**src/rtl/jk_pkg.sv**
```systemverilog
// Shared types and per-bit next-state function for the JK flip-flop bank.
package jk_pkg;

  typedef enum logic [1:0] {
    JK_MODE_JK = 2'b00,
    JK_MODE_T  = 2'b01,
    JK_MODE_D  = 2'b10,
    JK_MODE_SR = 2'b11
  } jk_mode_e;

  typedef struct packed {
    logic nxt;
    logic illegal;
  } jk_res_t;

  // Next state of one channel from the current state; illegal flags SR with both inputs high.
  function automatic jk_res_t jk_next(jk_mode_e mode, logic j, logic k, logic q);
    jk_res_t res;
    res.nxt     = q;
    res.illegal = 1'b0;
    case (mode)
      JK_MODE_JK: begin
        case ({j, k})
          2'b00:   res.nxt = q;
          2'b01:   res.nxt = 1'b0;
          2'b10:   res.nxt = 1'b1;
          default: res.nxt = ~q;
        endcase
      end
      JK_MODE_T:  res.nxt = j ? ~q : q;
      JK_MODE_D:  res.nxt = j;
      default: begin
        // SR with j=k=1 keeps the bit and reports the illegal combination.
        case ({j, k})
          2'b10:   res.nxt = 1'b1;
          2'b01:   res.nxt = 1'b0;
          2'b11: begin
            res.nxt     = q;
            res.illegal = 1'b1;
          end
          default: res.nxt = q;
        endcase
      end
    endcase
    return res;
  endfunction

endpackage

```
**src/rtl/jk_ff_cell.sv**
```systemverilog
// One channel of the bank: q/qb state flops with load > valid > hold priority.
module jk_ff_cell
  import jk_pkg::*;
#(
  parameter logic RESET_BIT = 1'b0
) (
  input  logic     clk,
  input  logic     reset,
  input  logic     load,
  input  logic     load_bit,
  input  logic     valid,
  input  jk_mode_e mode,
  input  logic     j,
  input  logic     k,
  output logic     q,
  output logic     qb,
  output logic     q_next,
  output logic     illegal
);

  logic    q_q, qb_q, q_d, illegal_d;
  jk_res_t res;

  // Next-state selection; illegal only reported when the op is actually applied.
  always_comb begin
    res       = jk_next(mode, j, k, q_q);
    q_d       = q_q;
    illegal_d = 1'b0;
    if (load) begin
      q_d = load_bit;
    end else if (valid) begin
      q_d       = res.nxt;
      illegal_d = res.illegal;
    end
  end

  // q and qb both come from the same next-state value so they never disagree.
  always_ff @(posedge clk or posedge reset) begin
    if (reset) begin
      q_q  <= RESET_BIT;
      qb_q <= ~RESET_BIT;
    end else begin
      q_q  <= q_d;
      qb_q <= ~q_d;
    end
  end

  assign q       = q_q;
  assign qb      = qb_q;
  assign q_next  = q_d;
  assign illegal = illegal_d;

endmodule

```
**src/rtl/jk_ff_bank.sv**
```systemverilog
// Bank of WIDTH JK/T/D/SR flip-flops with load, change flags, sticky SR error and change counter.
module jk_ff_bank
  import jk_pkg::*;
#(
  parameter int                 WIDTH     = 8,
  parameter logic [WIDTH-1:0]   RESET_VAL = '0,
  parameter int                 CNT_W     = 16
) (
  input  logic              clk,
  input  logic              reset,
  input  logic              valid,
  input  logic [WIDTH-1:0]  j,
  input  logic [WIDTH-1:0]  k,
  input  logic [1:0]        mode,
  input  logic              load,
  input  logic [WIDTH-1:0]  load_val,
  input  logic              clr_err,
  output logic [WIDTH-1:0]  q,
  output logic [WIDTH-1:0]  qb,
  output logic              out_valid,
  output logic [WIDTH-1:0]  changed,
  output logic              err,
  output logic [CNT_W-1:0]  chg_cnt
);

  logic [WIDTH-1:0] q_cur, q_next, illegal;
  jk_mode_e         mode_e;

  assign mode_e = jk_mode_e'(mode);

  for (genvar i = 0; i < WIDTH; i++) begin : g_cell
    jk_ff_cell #(
      .RESET_BIT (RESET_VAL[i])
    ) u_cell (
      .clk      (clk),
      .reset    (reset),
      .load     (load),
      .load_bit (load_val[i]),
      .valid    (valid),
      .mode     (mode_e),
      .j        (j[i]),
      .k        (k[i]),
      .q        (q_cur[i]),
      .qb       (qb[i]),
      .q_next   (q_next[i]),
      .illegal  (illegal[i])
    );
  end

  assign q = q_cur;

  logic             accepted;
  logic             out_valid_q, out_valid_d;
  logic [WIDTH-1:0] changed_q, changed_d;
  logic             err_q, err_d;
  logic [CNT_W-1:0] chg_cnt_q, chg_cnt_d;

  // Observability next-state: change mask, sticky error (set beats clear), saturating counter.
  always_comb begin
    accepted    = load | valid;
    out_valid_d = accepted;
    changed_d   = accepted ? (q_next ^ q_cur) : '0;
    err_d       = err_q;
    if (clr_err) err_d = 1'b0;
    if (valid && !load && (mode_e == JK_MODE_SR) && |illegal) err_d = 1'b1;
    chg_cnt_d   = chg_cnt_q;
    if (accepted && |changed_d && (chg_cnt_q != {CNT_W{1'b1}}))
      chg_cnt_d = chg_cnt_q + CNT_W'(1);
  end

  // Registered status outputs, cleared by the asynchronous reset.
  always_ff @(posedge clk or posedge reset) begin
    if (reset) begin
      out_valid_q <= 1'b0;
      changed_q   <= '0;
      err_q       <= 1'b0;
      chg_cnt_q   <= '0;
    end else begin
      out_valid_q <= out_valid_d;
      changed_q   <= changed_d;
      err_q       <= err_d;
      chg_cnt_q   <= chg_cnt_d;
    end
  end

  assign out_valid = out_valid_q;
  assign changed   = changed_q;
  assign err       = err_q;
  assign chg_cnt   = chg_cnt_q;

endmodule

```
**config.mk**
```make
export PLATFORM = sky130hd
export DESIGN_NAME = jk_ff_bank
export DESIGN_NICKNAME = d
export VERILOG_FILES = /design/src/rtl/jk_pkg.sv /design/src/rtl/jk_ff_cell.sv /design/src/rtl/jk_ff_bank.sv
export SDC_FILE = /design/constraint.sdc
export NUM_CORES = 1
export LEC_CHECK = 0
export CAP_MARGIN = 0
export CORE_MARGIN = 2
export CORE_UTILIZATION = 50
export CTS_CLUSTER_DIAMETER = 100
export DETAILED_ROUTE_END_ITERATION = 10
export HOLD_SLACK_MARGIN = 0.03
export PLACE_DENSITY_LB_ADDON = 0.05
export SYNTH_ARGS = -nofsm -noshare
export SYNTH_HDL_FRONTEND = slang
export SYNTH_HIERARCHICAL = 1
export SYNTH_SLANG_ARGS = --single-unit
```
**constraint.sdc**
```tcl
create_clock -name clk -period 2.4 [get_ports clk]
set_input_delay 0.48 -clock clk [delete_from_list [all_inputs] [get_ports clk]]
set_output_delay 0.48 -clock clk [all_outputs]
set_load 0.05 [all_outputs]
```
==> out/qor.log <==
INFO  clock_tree     cts_tree=done
INFO  synthesis      synth_area=2853um^2
INFO  global_routing gr-total-overflow=0
INFO  setup_path     worst-endpoint-required=2590ps
INFO  layout         antenna_cells_inserted=0
INFO  synthesis      post_synth_most_frequent_cells=sky130_fd_sc_hd__nand2_1, sky130_fd_sc_hd__dfrtp_1, sky130_fd_sc_hd__inv_1
INFO  synthesis      ys_dominant_reg_cell=sky130_fd_sc_hd__dfrtp_1
INFO  global_routing grt_first_pass_wirelength=16.30mm
INFO  synthesis      synth_nets=338
INFO  synthesis      yosys.area.top_type=sky130_fd_sc_hd__dfrtp_1
INFO  place          dp_hpwl=5.315mm
INFO  power_and_ir_drop power.leakage=2.297nW
INFO  synthesis      netlist_instances=290
INFO  layout         multi_input_area=2032um^2
INFO  timing         setup_slack=-158.5ps
INFO  timing         setup_repair_after_global_routing_missed_its_margin=true
INFO  clock_tree     clkTransAtPathRegs=90ps
INFO  setup_path     worstSetupPathType=input port to flip-flop
INFO  clock_tree     cts_root_buf=sky130_fd_sc_hd__clkbuf_8
INFO  setup_path     stage_delay_of_the_slowest_cell_on_the_critical_path=370ps
INFO  detailed_routing detail_route.iter0.violations=399
INFO  die            pin_count=73
INFO  detailed_routing detail_route.vias_per_cell=6.242
INFO  place          numPortBuffers=72
INFO  synthesis      synth_top_area_share=29.82%
INFO  die            floorplan.die_area=6326um^2
INFO  detailed_routing wl=12.93mm
INFO  global_routing initial_antenna_violation_count=0
INFO  setup_path     critPathMostFrequentCell=sky130_fd_sc_hd__buf_8
INFO  detailed_routing route.antenna.remaining_nets=0
INFO  clock_tree     largest_buffer_count_on_any_clock_path=2
INFO  timing         timing.fmax=390.8MHz
INFO  global_routing groute.usage.overall=33.95%
INFO  synthesis      avgSynthCellArea=9.837um^2
INFO  power_and_ir_drop peakVddDrop=0.7579mV
INFO  detailed_routing vias=3458
INFO  layout         ff_latch_area=1061um^2
INFO  synthesis      ys_top_cells_by_area=sky130_fd_sc_hd__dfrtp_1, sky130_fd_sc_hd__ha_1, sky130_fd_sc_hd__dfstp_2
INFO  die            fp.coreArea=5507um^2
INFO  setup_path     cp_max_fo=8
INFO  global_routing grt_start_max_net_pins=19
INFO  detailed_routing drt_pass1_iterations=6
INFO  timing         finalCritPeriodShare=106.6%
INFO  die            floorplan.rows=27
INFO  timing         timing_worst_slew_pin_value=534.3ps
INFO  layout         postLayoutCoreUtil=93.37%
INFO  global_routing first_global_vias=3229
INFO  status         run_status=finished with violations
INFO  die            initial_core_util=51.81%
INFO  run            cap_violations=0
INFO  hold_path      min-delay-path-class=input port to async pin
INFO  synthesis      yosys.cell_types.count=37
INFO  timing         finalWorstPathRequiredPeriod=2559ps
INFO  die            die_h=79.54um
INFO  detailed_routing wl_per_cell=23.34um
INFO  synthesis      flip_flop_and_latch_count_after_synthesis=42
INFO  synthesis      yosysWarnings=6
INFO  setup_path     crit_chain=buf_8 -> inv_4 -> ha_4 -> mux2_4 -> o221ai_4 -> o211ai_1 -> xnor2_1 -> nand4_1 -> o21ai_4 -> buf_12 -> buf_8 -> nor4_4 -> xor2_1
INFO  layout         flow.area_growth_from_synthesis=80.22%
INFO  detailed_routing remaining_drc_errors=0
INFO  power_and_ir_drop power_density=722.9nW/um^2
INFO  timing         timing.max_slew.rel_slack=64.27%
INFO  place          gp_congestion=0.8655
INFO  setup_path     ff2ff_path_depth=10
INFO  layout         drive_gt1_share=44.19%
INFO  clock_tree     numClockSinks=42
INFO  die            die-width=79.54um
INFO  setup_path     critPathCaptureType=flip-flop
INFO  timing         finalSetupViolations=16
INFO  setup_path     critical_path.startpoint_type=input port
INFO  layout         fill_cells=160
INFO  clock_tree     h-tree-depth=2
INFO  setup_path     r2r_setup_slack=80ps
INFO  synthesis      yosysSeqAreaShare=37.19%
INFO  timing         whs=506.9ps
INFO  synthesis      asyncSetResetFlopFracSynth=100.0%
INFO  timing         report.final.hold_viol_count=0
INFO  timing         timing_max_transition_violations_final=0
INFO  timing         worst_clock_skew=6.193ps
INFO  timing         setup_tns=-1874ps
INFO  synthesis      count_of_flip_flops_with_a_built_in_enable_after_synthesis=0
INFO  setup_path     timing.critical_path.arrival=2740ps
INFO  status         violations_in_the_final_reports=negative setup slack
INFO  setup_path     critical-path-slowest-cell=sky130_fd_sc_hd__xnor2_1
INFO  clock_tree     insertion_delay=310ps
INFO  clock_tree     tritoncts_buffers=5
INFO  layout         nNetsFinal=529
INFO  synthesis      yosys.cell_count.top_type=sky130_fd_sc_hd__nand2_1
## power breakdown
group,total [mW],switching [mW],internal (mW)
clock network,0.508,0.277,0.232
logic,2.09,1.25,0.842
registers,1.12,0.229,0.892
total,3.72,1.75,1.96
## layout make-up
class	instances	area share [%]
Clock inverter	2	0.2434
Tap cell	72	1.752
Sequential cell	42	20.64
Inverter	30	2.385
Clock buffer	6	1.606
Timing Repair Buffer	186	33.85
Multi-Input combinational cell	216	39.52
## per-stage QoR
stage	setup slack, ps	power (mW)	cells	area, um^2
global placement	-756.7	2.705	478	4050
finish	-158.5	3.716	554	5141
CTS	-55.21	3.432	541	4820
detailed placement	-810.4	2.732	478	4050
global route	-209.5	3.825	554	5141
floorplan	10.91	2.099	290	2859
## layer usage
metal	track usage (%)	share of wire, %	vias to the layer above
met2	57.48	49	281
met5	0	0	-
met4	10.69	4.8	0
met3	6.900	9.0	74
li1	-	-	1413
met1	43.52	38	1690
## critical path: cells and delay by family
kind	cells	cell delay, ps
fa+ha+maj	1	190
buf+inv	4	430
mux	1	270
xor+xnor	2	540
simple gates	2	260
compound gates	3	560
## sequential cells by signal, summed over array words and instances (netlist names)
register	cells
chg_cnt	16
out_valid	1
changed	8
err	1
g_cell.u_cell/q	8
g_cell.u_cell/qb	8
## repair_timing
action | 4_1_cts | 5_1_grt
cloned | 4 | 1
pin swaps | 41 | 40
buffers inserted | 51 | 13
hold buffers | 0 | 0
gates resized for setup | 101 | 58
setup endpoints to repair | 16 | 17
## cell families after synthesis
logic type	share of synthesized area, %
adders and majority gates	7.456
AOI/OAI and AO/OA	12.72
buffers and inverters	4.517
DFF	37.19
muxes	7.939
xor gates and xnor gates	6.447
and+or+nand+nor	23.73
## placed cells by master, fill, tap and decap left out, drive strengths merged, types with 9 or more instances in the layout
| master | count |
|---|---|
| nand2b | 17 |
| nor3 | 13 |
| buf | 131 |
| xor2 | 12 |
| mux2 | 10 |
| ha | 17 |
| clkdlybuf4s50 | 52 |
| nor4 | 10 |
| dfrtp | 34 |
| nand2 | 40 |
| inv | 30 |
| xnor2 | 9 |
| nor2 | 12 |
## path summary, 6_finish.rpt
kind,startpoint,endpoint
max in group asynchronous,reset,changed[0]
max,k[2],chg_cnt[15]
min,reset,g_cell[4].u_cell/q
max reg2reg,g_cell[2].u_cell/q,chg_cnt[15]
min in group clk,chg_cnt[11],chg_cnt[11]
min reg2reg,chg_cnt[11],chg_cnt[11]
No activity file was read; power rests on OpenSTA's default activity.
